[src/rtl/nibble_serial_adder_pkg.sv]
// Shared types for the nibble-serial adder: FSM state encoding and nibble width.
package nibble_serial_adder_pkg;

    localparam int NIBBLE_W = 4;

    typedef enum logic [1:0] {
        ST_IDLE = 2'd0,
        ST_RUN  = 2'd1,
        ST_DONE = 2'd2
    } state_e;

endpackage

[src/rtl/nibble_serial_adder_rca.sv]
// Existing 4-bit ripple-carry adder; sum carries the carry-out as its top bit as well.
module ripple_carry_adder
    import nibble_serial_adder_pkg::*;
(
    input  logic [NIBBLE_W-1:0] a,
    input  logic [NIBBLE_W-1:0] b,
    input  logic                cin,
    output logic [NIBBLE_W:0]   sum,
    output logic                cout
);

    logic [NIBBLE_W:0] c;

    assign c[0] = cin;

    for (genvar i = 0; i < NIBBLE_W; i++) begin : g_fa
        assign sum[i]  = a[i] ^ b[i] ^ c[i];
        assign c[i+1]  = (a[i] & b[i]) | (c[i] & (a[i] ^ b[i]));
    end

    assign sum[NIBBLE_W] = c[NIBBLE_W];
    assign cout          = c[NIBBLE_W];

endmodule

[src/rtl/nibble_serial_adder.sv]
// Multi-cycle WIDTH-bit adder: one shared 4-bit adder walks the operands LSB nibble first,
// with the registered carry fed back between nibbles.
module nibble_serial_adder
    import nibble_serial_adder_pkg::*;
#(
    parameter int WIDTH = 16
) (
    input  logic             clk,
    input  logic             rst_n,
    input  logic             start,
    input  logic [WIDTH-1:0] a,
    input  logic [WIDTH-1:0] b,
    input  logic             cin,
    output logic             ready,
    output logic             busy,
    output logic             done,
    output logic [WIDTH-1:0] sum,
    output logic             cout
);

    localparam int NIB   = WIDTH / NIBBLE_W;
    localparam int IDX_W = $clog2(NIB);
    localparam logic [IDX_W-1:0] LAST = IDX_W'(NIB - 1);

    if ((WIDTH % NIBBLE_W) != 0 || WIDTH < 8) begin : g_bad_width
        $error("nibble_serial_adder: WIDTH must be a multiple of 4 and >= 8");
    end

    state_e state_q, state_d;

    logic [NIB-1:0][NIBBLE_W-1:0] a_q, b_q, sum_q;
    logic [IDX_W-1:0]             idx_q;
    logic                         carry_q;
    logic                         cout_q;

    logic [NIBBLE_W:0]            add_sum;
    logic                         add_cout;
    logic                         accept;
    logic                         last;

    assign ready  = (state_q == ST_IDLE) || (state_q == ST_DONE);
    assign busy   = (state_q == ST_RUN);
    assign done   = (state_q == ST_DONE);
    assign accept = ready && start;
    assign last   = (idx_q == LAST);
    assign sum    = sum_q;
    assign cout   = cout_q;

    ripple_carry_adder u_rca (
        .a    (a_q[idx_q]),
        .b    (b_q[idx_q]),
        .cin  (carry_q),
        .sum  (add_sum),
        .cout (add_cout)
    );

    // The adder's top sum bit is a copy of its carry-out; only cout is consumed.
    always_comb begin
        assert (add_sum[NIBBLE_W] == add_cout);
    end

    always_ff @(posedge clk or negedge rst_n) begin
        if (!rst_n) state_q <= ST_IDLE;
        else        state_q <= state_d;
    end

    always_comb begin
        state_d = state_q;
        case (state_q)
            ST_IDLE: if (start) state_d = ST_RUN;
            ST_RUN:  if (last)  state_d = ST_DONE;
            ST_DONE: state_d = start ? ST_RUN : ST_IDLE;
            default: state_d = ST_IDLE;
        endcase
    end

    // cout is captured on the final nibble so it is already valid while done is high.
    always_ff @(posedge clk or negedge rst_n) begin
        if (!rst_n) begin
            a_q     <= '0;
            b_q     <= '0;
            sum_q   <= '0;
            idx_q   <= '0;
            carry_q <= 1'b0;
            cout_q  <= 1'b0;
        end else if (accept) begin
            a_q     <= a;
            b_q     <= b;
            sum_q   <= '0;
            idx_q   <= '0;
            carry_q <= cin;
            cout_q  <= 1'b0;
        end else if (state_q == ST_RUN) begin
            sum_q[idx_q] <= add_sum[NIBBLE_W-1:0];
            carry_q      <= add_cout;
            idx_q        <= idx_q + 1'b1;
            if (last) cout_q <= add_cout;
        end
    end

endmodule
[config.mk]
export PLATFORM = sky130hd
export DESIGN_NAME = nibble_serial_adder
export DESIGN_NICKNAME = d
export VERILOG_FILES = /design/src/rtl/nibble_serial_adder_pkg.sv /design/src/rtl/nibble_serial_adder_rca.sv /design/src/rtl/nibble_serial_adder.sv
export SDC_FILE = /design/constraint.sdc
export NUM_CORES = 1
export LEC_CHECK = 0
export CAP_MARGIN = 5
export CORE_AREA = 8 8 107 60
export DETAILED_ROUTE_END_ITERATION = 10
export DIE_AREA = 0 0 115 68
export PLACE_DENSITY_LB_ADDON = 0.08
export SETUP_SLACK_MARGIN = 0.3
export SYNTH_ARGS = -nofsm -noshare
export SYNTH_HDL_FRONTEND = slang
export SYNTH_HIERARCHICAL = 1
export SYNTH_SLANG_ARGS = --single-unit
[constraint.sdc]
create_clock -name clk -period 5.88 [get_ports clk]
set_clock_uncertainty 0.05 [all_clocks]
set_input_delay 0.882 -clock clk [delete_from_list [all_inputs] [get_ports clk]]
set_output_delay 0.882 -clock clk [all_outputs]
set_load 0.1 [all_outputs]
==> results of run 1 <==
==> worst max-delay path: cells and delay by family (launching register included) <==
kind / cells / cell delay [ns]
and+or+nand+nor: 1 / 0.32
buffers and inverters: 1 / 1.18
DFF: 1 / 0.68
==> power by group through the flow <==
| stage | combinational (mW) | clock, mW | sequential, mW |
|---|---|---|---|
| after CTS | 1.17 | 0.215 | 0.683 |
| after global routing | 1.28 | 0.234 | 0.708 |
| after global placement | 1.14 | 0 | 0.680 |
| after detailed placement | 1.17 | 0 | 0.685 |
| after floorplan | 0.759 | 0 | 0.803 |
| final | 1.16 | 0.208 | 0.682 |
==> metal layers <==
layer / GRT usage [%] / wire length, microns
met2: 22.78 / 2447
met5: 0 / 0
met1: 21.19 / 2665
met4: 3.890 / 30
met3: 4.577 / 362
==> final cells by class <==
type                            count  area [sq um]
Clock buffer                        7         86.33
Inverter                           14         52.55
Clock inverter                      1         5.005
Tap cell                           73         91.34
Sequential cell                    54          1351
Multi-Input combinational cell     92          1099
Timing Repair Buffer               57         573.1
Fill cell                         391          1829
==> registers in the layout (all words and copies together), names as in the netlist <==
| register | count |
|---|---|
| a_q | 16 |
| b_q | 16 |
| sum | 16 |
| idx_q | 2 |
| state_q | 2 |
| carry_q | 1 |
| cout | 1 |
==> worst max-delay path by stage <==
stage / endpoint / slack, ns / cells after the start / from
floorplan: sum[3] / 2.90 / 12 / idx_q[0]
global placement: sum[3] / 2.57 / 11 / idx_q[0]
detailed placement: sum[15] / 2.47 / 11 / idx_q[0]
CTS: busy / 2.44 / 2 / state_q[0]
global route: sum[11] / 2.16 / 11 / idx_q[0]
finish: busy / 2.46 / 2 / state_q[0]
==> metrics.yaml, run 1 <==
syn_area_sq_mm: 0.002557
drv_slew: 0
syn_to_final_growth_pct: 27.40
grt_start_max_net_pins: 55
period_share_pct: 58.14
clkTransAtPathRegs_ns: 0.10
via_count: 1548
antenna_found_initial: 0
r2r-end: "sum[11]"
dp_hpwl_microns: 4022
rsz0062_at_grt: "false"
ir_drop_uv: 284.0
dp_slack_ns: 2.474
grt_use_total_pct: 15.18
p_sw_share_pct: 45.54
ant_nets: 0
critical-path-max-stage-delay_ns: 1.18
crit_fanout: 16
port-buffer-count: 55
worstHoldPathType: "input port to asynchronous set/reset pin"
relSlewSlack_pct: 33.30
synth_area_per_cell_sq_um: 15.31
insertion_delay_ns: 0.30
row_count: 19
drt-initial-drc-count: 57
setup_viol: 0
hold_viol_final: 0
drc: 0
seq_power_share_pct: 33.2
crit_chain: "nor2b_1 -> clkdlybuf4s50_1"
r2r_setup_slack_ns: 2.50
placed_area_sq_mm: 0.003147
cts_buffers: 5
fin_ws_ns: 2.461
p_comb_share_pct: 56.7
p_total_mw: 2.055
cts_tree: "yes"
routedWlPerCell_microns: 18.48
post_cts_buffers: 0
fmax_mhz: 292.5
htreeDepth: 2
tightest_slew_ns: 0.9974
cts_buffer_depth: 2
grt_remaining_overflow: 0
final_cell_mix: "dfrtp_1 (54), clkdlybuf4s50_1 (54), mux2_4 (29)"
p_switching_mw: 0.9357
die_h_microns: 68
timing.rr.start: "idx_q[0]"
intPower_mw: 1.119
hold_ws_ns: 0.4352
drive_gt1_share_pct: 23.11
synth_fp_nets: 211
cpMaxStageDelayCell: "clkdlybuf4s50_1"
grt_pass1_vias: 1756
gp_congestion: 0.7870
cts.root.buffer_cell: "clkbuf_8"
core_region_area_sq_mm: 0.005087
critPathKind: "register to output port"
powerDensity_mw_per_mm2: 630.6
postCtsResizedCells: 0
pin_count: 56
fin_crit_ns: 3.419
outcome: "finished, final reports clean"
grt_first_pass_wirelength_microns: 9114
finish.utilization_pct: 64.04
fin_nets: 268
wl_microns: 5506
die_width_microns: 115
ff2ff_path_depth: 11
endpoint_kind: "output port"
power.leakage_nw: 1.448
drt_first_pass_iters: 4
hold_buffers: 0
drv_cap: 0
syn_inst: 167
crit_required_ns: 4.95
initial_utilization_pct: 50.27
die_area_sq_mm: 0.007820
start_kind: "register"
ys_warn_count: 6
clock_power_share_pct: 10.1
fin_area_sq_mm: 0.003258
finalNonFillerCells: 298
tns_ns: 0
cts.sinks: 54
arrival_ns: 2.49
diodes: 0
dpl.cell_count: 289
route.detailed.vias_per_inst: 5.195
No activity file was read; power rests on OpenSTA's default activity.
==> run 2: changes to the inputs <==
--- a/config.mk
+++ b/config.mk
@@ -6,9 +6,9 @@
 export NUM_CORES = 1
 export LEC_CHECK = 0
 export CAP_MARGIN = 5
-export CORE_AREA = 8 8 107 60
+export CORE_AREA = 8 8 111 62
 export DETAILED_ROUTE_END_ITERATION = 10
-export DIE_AREA = 0 0 115 68
+export DIE_AREA = 0 0 119 70
 export PLACE_DENSITY_LB_ADDON = 0.08
 export SETUP_SLACK_MARGIN = 0.3
 export SYNTH_ARGS = -nofsm -noshare
==> constraint.sdc (replaced) <==
create_clock -name clk -period 3.23 [get_ports clk]
set_clock_uncertainty 0.05 [all_clocks]
set_input_delay 0.4845 -clock clk [delete_from_list [all_inputs] [get_ports clk]]
set_output_delay 0.4845 -clock clk [all_outputs]
set_load 0.1 [all_outputs]
==> run 2 against run 1 <==
  * Die area rose by 6.5%
  * Critical path depth rose by 9
  * Core utilization fell by 1.9 points
  * Largest cell class unchanged
  * Sequential share of layout area fell by 0.40 points
  * Setup slack got worse by 2.1 ns
  * Hold slack got worse by 0.21 ns
  * Clock-buffer cell count fell by 2
  * Wire length rose by 6.4%
  * Cell count rose by 1.3%
==> metrics.yaml, run 2 (synthesis gave the netlist of run 1 again) <==
outcome: "finished, final reports clean"  # unchanged
cts.sinks: 54  # unchanged
grt_start_max_net_pins: 39  # was 55
syn_to_final_growth_pct: 28.86  # was 27.40%
dp_hpwl_microns: 4451  # was 4022 microns
crit_chain: "mux4_2 -> fa_2 -> inv_2 -> fa_2 -> inv_2 -> fa_2 -> inv_2 -> fa_1 -> inv_2 -> nand2_4 -> o2bb2ai_2"  # was nor2b_1 -> clkdlybuf4s50_1
cts.root.buffer_cell: "clkbuf_8"  # unchanged
port-buffer-count: 55  # unchanged
tightest_slew_ns: 0.8373  # was 0.9974 ns
use_met3_pct: 4.491  # was 4.577%
drt_first_pass_iters: 4  # unchanged
rsz0062_at_grt: "true"  # was false
diodes: 0  # unchanged
drv_cap: 0  # unchanged
cpLargestDelayFamily: "adder cells"  # was buffers and inverters
busiest_layer: "met1"  # was met2
hold_viol_final: 0  # unchanged
cts_buffers: 5  # unchanged
grt_first_pass_wirelength_microns: 9715  # was 9114 microns
critPathKind: "register to register"  # was register to output port
drc: 0  # unchanged
cp_num_buf_inv: 4  # was 1
row_count: 19  # unchanged
die_area_sq_mm: 0.008330  # was 0.007820 sq mm
grt_remaining_overflow: 0  # unchanged
hold_buffers: 0  # unchanged
cts_buffer_depth: 2  # unchanged
drt-initial-drc-count: 85  # was 57
final_common_cell: "dfrtp_1"
fin_nets: 272  # was 268
relSlewSlack_pct: 44.18  # was 33.30%
gr-usage-met1_pct: 21.08  # was 21.19%
arrival_ns: 3.04  # was 2.49 ns
crit_fanout: 4  # was 16
r2r-end: "sum[15]"  # was sum[11]
wl_microns: 5856  # was 5506 microns
start_kind: "register"  # unchanged
gp_congestion: 0.8215  # was 0.7870
core_region_area_sq_mm: 0.005301  # was 0.005087 sq mm
die_width_microns: 119  # was 115 microns
routedWlPerCell_microns: 19.39  # was 18.48 microns
grt_pass1_vias: 1781  # was 1756
endpoint_kind: "register"  # was output port
route.detailed.vias_per_inst: 5.172  # was 5.195
cpMaxStageDelayCell: "mux4_2"  # was clkdlybuf4s50_1
fin_crit_ns: 2.852
grt_use_total_pct: 14.62  # was 15.18%
via_count: 1562  # was 1548
antenna_found_initial: 0  # unchanged
timing.rr.start: "idx_q[0]"  # unchanged
pin_count: 56  # unchanged
initial_utilization_pct: 48.24  # was 50.27%
ff2ff_path_depth: 11  # unchanged
cts_tree: "yes"  # unchanged
drive_gt1_share_pct: 39.30  # was 23.11%
period_share_pct: 88.29
r2r_setup_slack_ns: 0.38  # was 2.50 ns
tns_ns: 0  # unchanged
fillers: 395  # was 391
grt_util_met2_pct: 20.62  # was 22.78%
fmax_mhz: 350.7
htreeDepth: 2  # unchanged
setup_viol: 0  # unchanged
insertion_delay_ns: 0.30  # about the same
cp.depth: 11  # was 2
die_h_microns: 70  # was 68 microns
cp_common_cell: "inv_2"
drv_slew: 0  # unchanged
crit_required_ns: 3.42  # was 4.95 ns
critical-path-max-stage-delay_ns: 0.53  # was 1.18 ns
clkTransAtPathRegs_ns: 0.10  # about the same
ant_nets: 0  # unchanged
worstHoldPathType: "input port to asynchronous set/reset pin"  # unchanged
final_cell_mix: "dfrtp_1 (52), clkdlybuf4s50_1 (34), mux2_4 (29)"  # was dfrtp_1 (54), clkdlybuf4s50_1 (54), mux2_4 (29)
==> run 2: final cells by class <==
cell class / instances / area [sq um] / share of cell area [%]
Clock buffer: 5 / 68.82 / 2.088
Clock inverter: 3 / 40.04 / 1.215
Inverter: 14 / 52.55 / 1.595
Multi-Input combinational cell: 92 / 1132 / 34.36
Sequential cell: 54 / 1354 / 41.08
Tap cell: 73 / 91.34 / 2.771
Timing Repair Buffer: 61 / 556.8 / 16.89
==> run 2: how the worst max path moves through the flow <==
stage / end / slack (ns) / start
6_report: sum[15] / 0.38 / idx_q[0]
5_1_grt: sum[3] / 0.27 / idx_q[0]
4_1_cts: sum[3] / 0.30 / idx_q[0]
3_5_place_dp: sum[15] / 0.21 / idx_q[0]
3_3_place_gp: sum[11] / 0.34 / idx_q[0]
2_1_floorplan: sum[11] / 0.30 / idx_q[0]
==> run 2: through the flow <==
stage / setup WS, ns / utilization [%] / hold slack, ns / cells / instance area (sq um)
final: 0.3783 / 62.17 / 0.2248 / 302 / 3296
after global placement: 0.3362 / 59.26 / 0.4230 / 293 / 3142
after global routing: 0.2681 / 62.17 / 0.2903 / 302 / 3296
after floorplan: 0.3042 / - / 0.1389 / 167 / 2564
after detailed placement: 0.2075 / 59.26 / 0.4284 / 293 / 3142
after CTS: 0.3002 / 61.60 / 0.2504 / 302 / 3266
==> run 2: metal layers <==
metal / part of all wire (%) / wire [microns] / vias up
li1: - / - / 712
met1: 51 / 2962 / 807
met2: 43 / 2546 / 39
met3: 5.2 / 303 / 4
met4: 0.73 / 43 / 0
met5: 0 / 0 / -
==> run 2: what timing repair did <==
| item | CTS | global route |
|---|---|---|
| gates resized for setup | 2 | 12 |
| cloned | 0 | 0 |
| pin swaps | 0 | 4 |
| setup endpoints to repair | 4 | 4 |
| buffers inserted | 1 | 0 |
Power of run 2 is not shown: default switching activity piles up to over one toggle a cycle in this logic, so the estimate is an artifact.
==> run 3: changes to the inputs <==
==> constraint.sdc (replaced) <==
create_clock -name clk -period 3.23 [get_ports clk]
set_clock_uncertainty 0.05 [all_clocks]
set_input_delay 0.323 -clock clk [delete_from_list [all_inputs] [get_ports clk]]
set_output_delay 0.323 -clock clk [all_outputs]
set_load 0.1 [all_outputs]
==> run 3 against run 2 <==
  * Clock-buffer cell count rose by 2
  * Sequential share of layout area fell by 0.19 points
  * Hold slack got worse by 0.17 ns
  * Die area did not move
  * Cell area rose by 0.38%
  * Core utilization rose by 0.24 points
  * Global-route usage barely moved
  * Highest routed layer unchanged
==> metrics.yaml, run 3 (synthesis gave the netlist of run 1 again) <==
crit_required_ns: 3.41  # was 3.42 ns
grt_first_pass_wirelength_microns: 9680  # was 9715 microns
cts.sinks: 54  # unchanged
route.detailed.vias_per_inst: 5.266  # was 5.172
cts_buffers: 5  # unchanged
relSlewSlack_pct: 33.74  # was 44.18%
insertion_delay_ns: 0.30  # about the same
row_count: 19  # unchanged
fillers: 392  # was 395
drv_slew: 0  # unchanged
routedWlPerCell_microns: 19.29  # was 19.39 microns
grt_remaining_overflow: 0  # unchanged
die_area_sq_mm: 0.008330  # unchanged
drv_cap: 0  # unchanged
tns_ns: 0  # unchanged
tightest_slew_ns: 0.9908  # was 0.8373 ns
hold_viol_final: 0  # unchanged
placed_area_sq_mm: 0.003177  # was 0.003142 sq mm
outcome: "finished, final reports clean"  # unchanged
drt-initial-drc-count: 92  # was 85
core_region_area_sq_mm: 0.005301  # unchanged
syn_to_final_growth_pct: 29.35  # was 28.86%
rsz0062_at_grt: "true"  # unchanged
setup_viol: 0  # unchanged
grt_start_max_net_pins: 39  # unchanged
dp_hpwl_microns: 4449  # was 4451 microns
ant_nets: 0  # unchanged
initial_utilization_pct: 48.24  # unchanged
fin_nets: 271  # was 272
htreeDepth: 2  # unchanged
via_count: 1585  # was 1562
multi_input_area_sq_mm: 0.001132  # unchanged
crit_fanout: 4  # unchanged
arrival_ns: 3.06  # was 3.04 ns
cts.root.buffer_cell: "clkbuf_8"  # unchanged
cts_buffer_depth: 2  # unchanged
worstHoldPathType: "input port to asynchronous set/reset pin"  # unchanged
fin_crit_ns: 2.880  # was 2.852 ns
final_common_cell: "dfrtp_1"  # unchanged
grt_pass1_vias: 1773  # was 1781
die_h_microns: 70  # unchanged
cts_tree: "yes"  # unchanged
pin_count: 56  # unchanged
clkTransAtPathRegs_ns: 0.09  # was 0.10 ns
fmax_mhz: 347.2  # was 350.7 MHz
start_kind: "register"  # unchanged
gp_congestion: 0.8312  # was 0.8215
endpoint_kind: "register"  # unchanged
period_share_pct: 89.16  # was 88.29%
drc: 0  # unchanged
antenna_found_initial: 0  # unchanged
seq_area_sq_mm: 0.001353  # was 0.001354 sq mm
diodes: 0  # unchanged
wl_microns: 5805  # was 5856 microns
drt_first_pass_iters: 4  # unchanged
die_width_microns: 119  # unchanged
drive_gt1_share_pct: 30.70  # was 39.30%
critPathKind: "register to register"  # unchanged
grt_use_total_pct: 14.63  # was 14.62%
fin_area_sq_mm: 0.003308  # was 0.003296 sq mm
hold_buffers: 0  # unchanged
final_cell_mix: "dfrtp_1 (53), clkdlybuf4s50_1 (51), mux2_4 (29)"  # was dfrtp_1 (52), clkdlybuf4s50_1 (34), mux2_4 (29)
port-buffer-count: 55  # unchanged
## run 3: changes by cell type in the layout (fill, tap and decap cells not counted)
cell and delta:
clkinv_2 -1, dfrtp_1 +1, buf_4 -17, dfrtp_2 -1, buf_6 -1, clkdlybuf4s50_1 +17, clkbuf_8 +1, clkbuf_1 +1
bufinv_16 -1
## run 3: worst paths after layout
path | from | to | slack [ns] | depth (start not counted)
max in group asynchronous | rst_n | sum[5] | 2.33 | 2
setup reg to reg | idx_q[0] | sum[3] | 0.35 | 11
hold reg to reg | sum[9] | sum[9] | 0.45 | 1
min in group clk | sum[9] | sum[9] | 0.45 | 1
hold / removal | rst_n | a_q[11] | 0.06 | 1
setup / recovery | idx_q[0] | sum[3] | 0.35 | 11
## run 3: layer usage
layer,vias to the layer above,part of all wire [%],track usage (%)
met5,-,0,0
met4,0,0.69,3.616
met3,2,4.5,3.929
met2,41,44,21.11
met1,832,51,21.09
li1,710,-,-
## run 3: cell type report
class	count	share of cell area (%)
clock inverters	1	0.1513
flip-flops and latches	54	40.89
repair buffers	60	17.78
inverters	14	1.589
clock buffers	7	2.610
multi-input cells	92	34.23
well taps	73	2.761
## run 3: metrics by stage
step	util, %	instances	hold slack, ns	setup WS (ns)
2_1_floorplan	-	167	-0.02259	0.3042
6_report	62.40	301	0.05506	0.3501
4_1_cts	62.07	301	0.09217	0.3054
3_3_place_gp	59.92	292	0.3923	0.3329
5_1_grt	62.40	301	0.1119	0.2101
3_5_place_dp	59.92	292	0.4189	0.1910
## run 3: timing repair
| action | 4_1_cts | 5_1_grt |
|---|---|---|
| resized for setup | 6 | 6 |
| pin swaps | 3 | 5 |
| buffers inserted | 1 | 0 |
| endpoints found under the setup margin | 4 | 4 |
## run 3: worst max-delay path: stages (launching register included)
cell	delay (ns)
dfrtp_2	0.42
mux4_2	0.55
fa_2	0.40
inv_2	0.06
fa_2	0.18
inv_2	0.04
fa_2	0.32
inv_2	0.06
fa_1	0.42
inv_2	0.08
nand2_4	0.07
o2bb2ai_2	0.15
Power of run 3 is left out for the same reason.
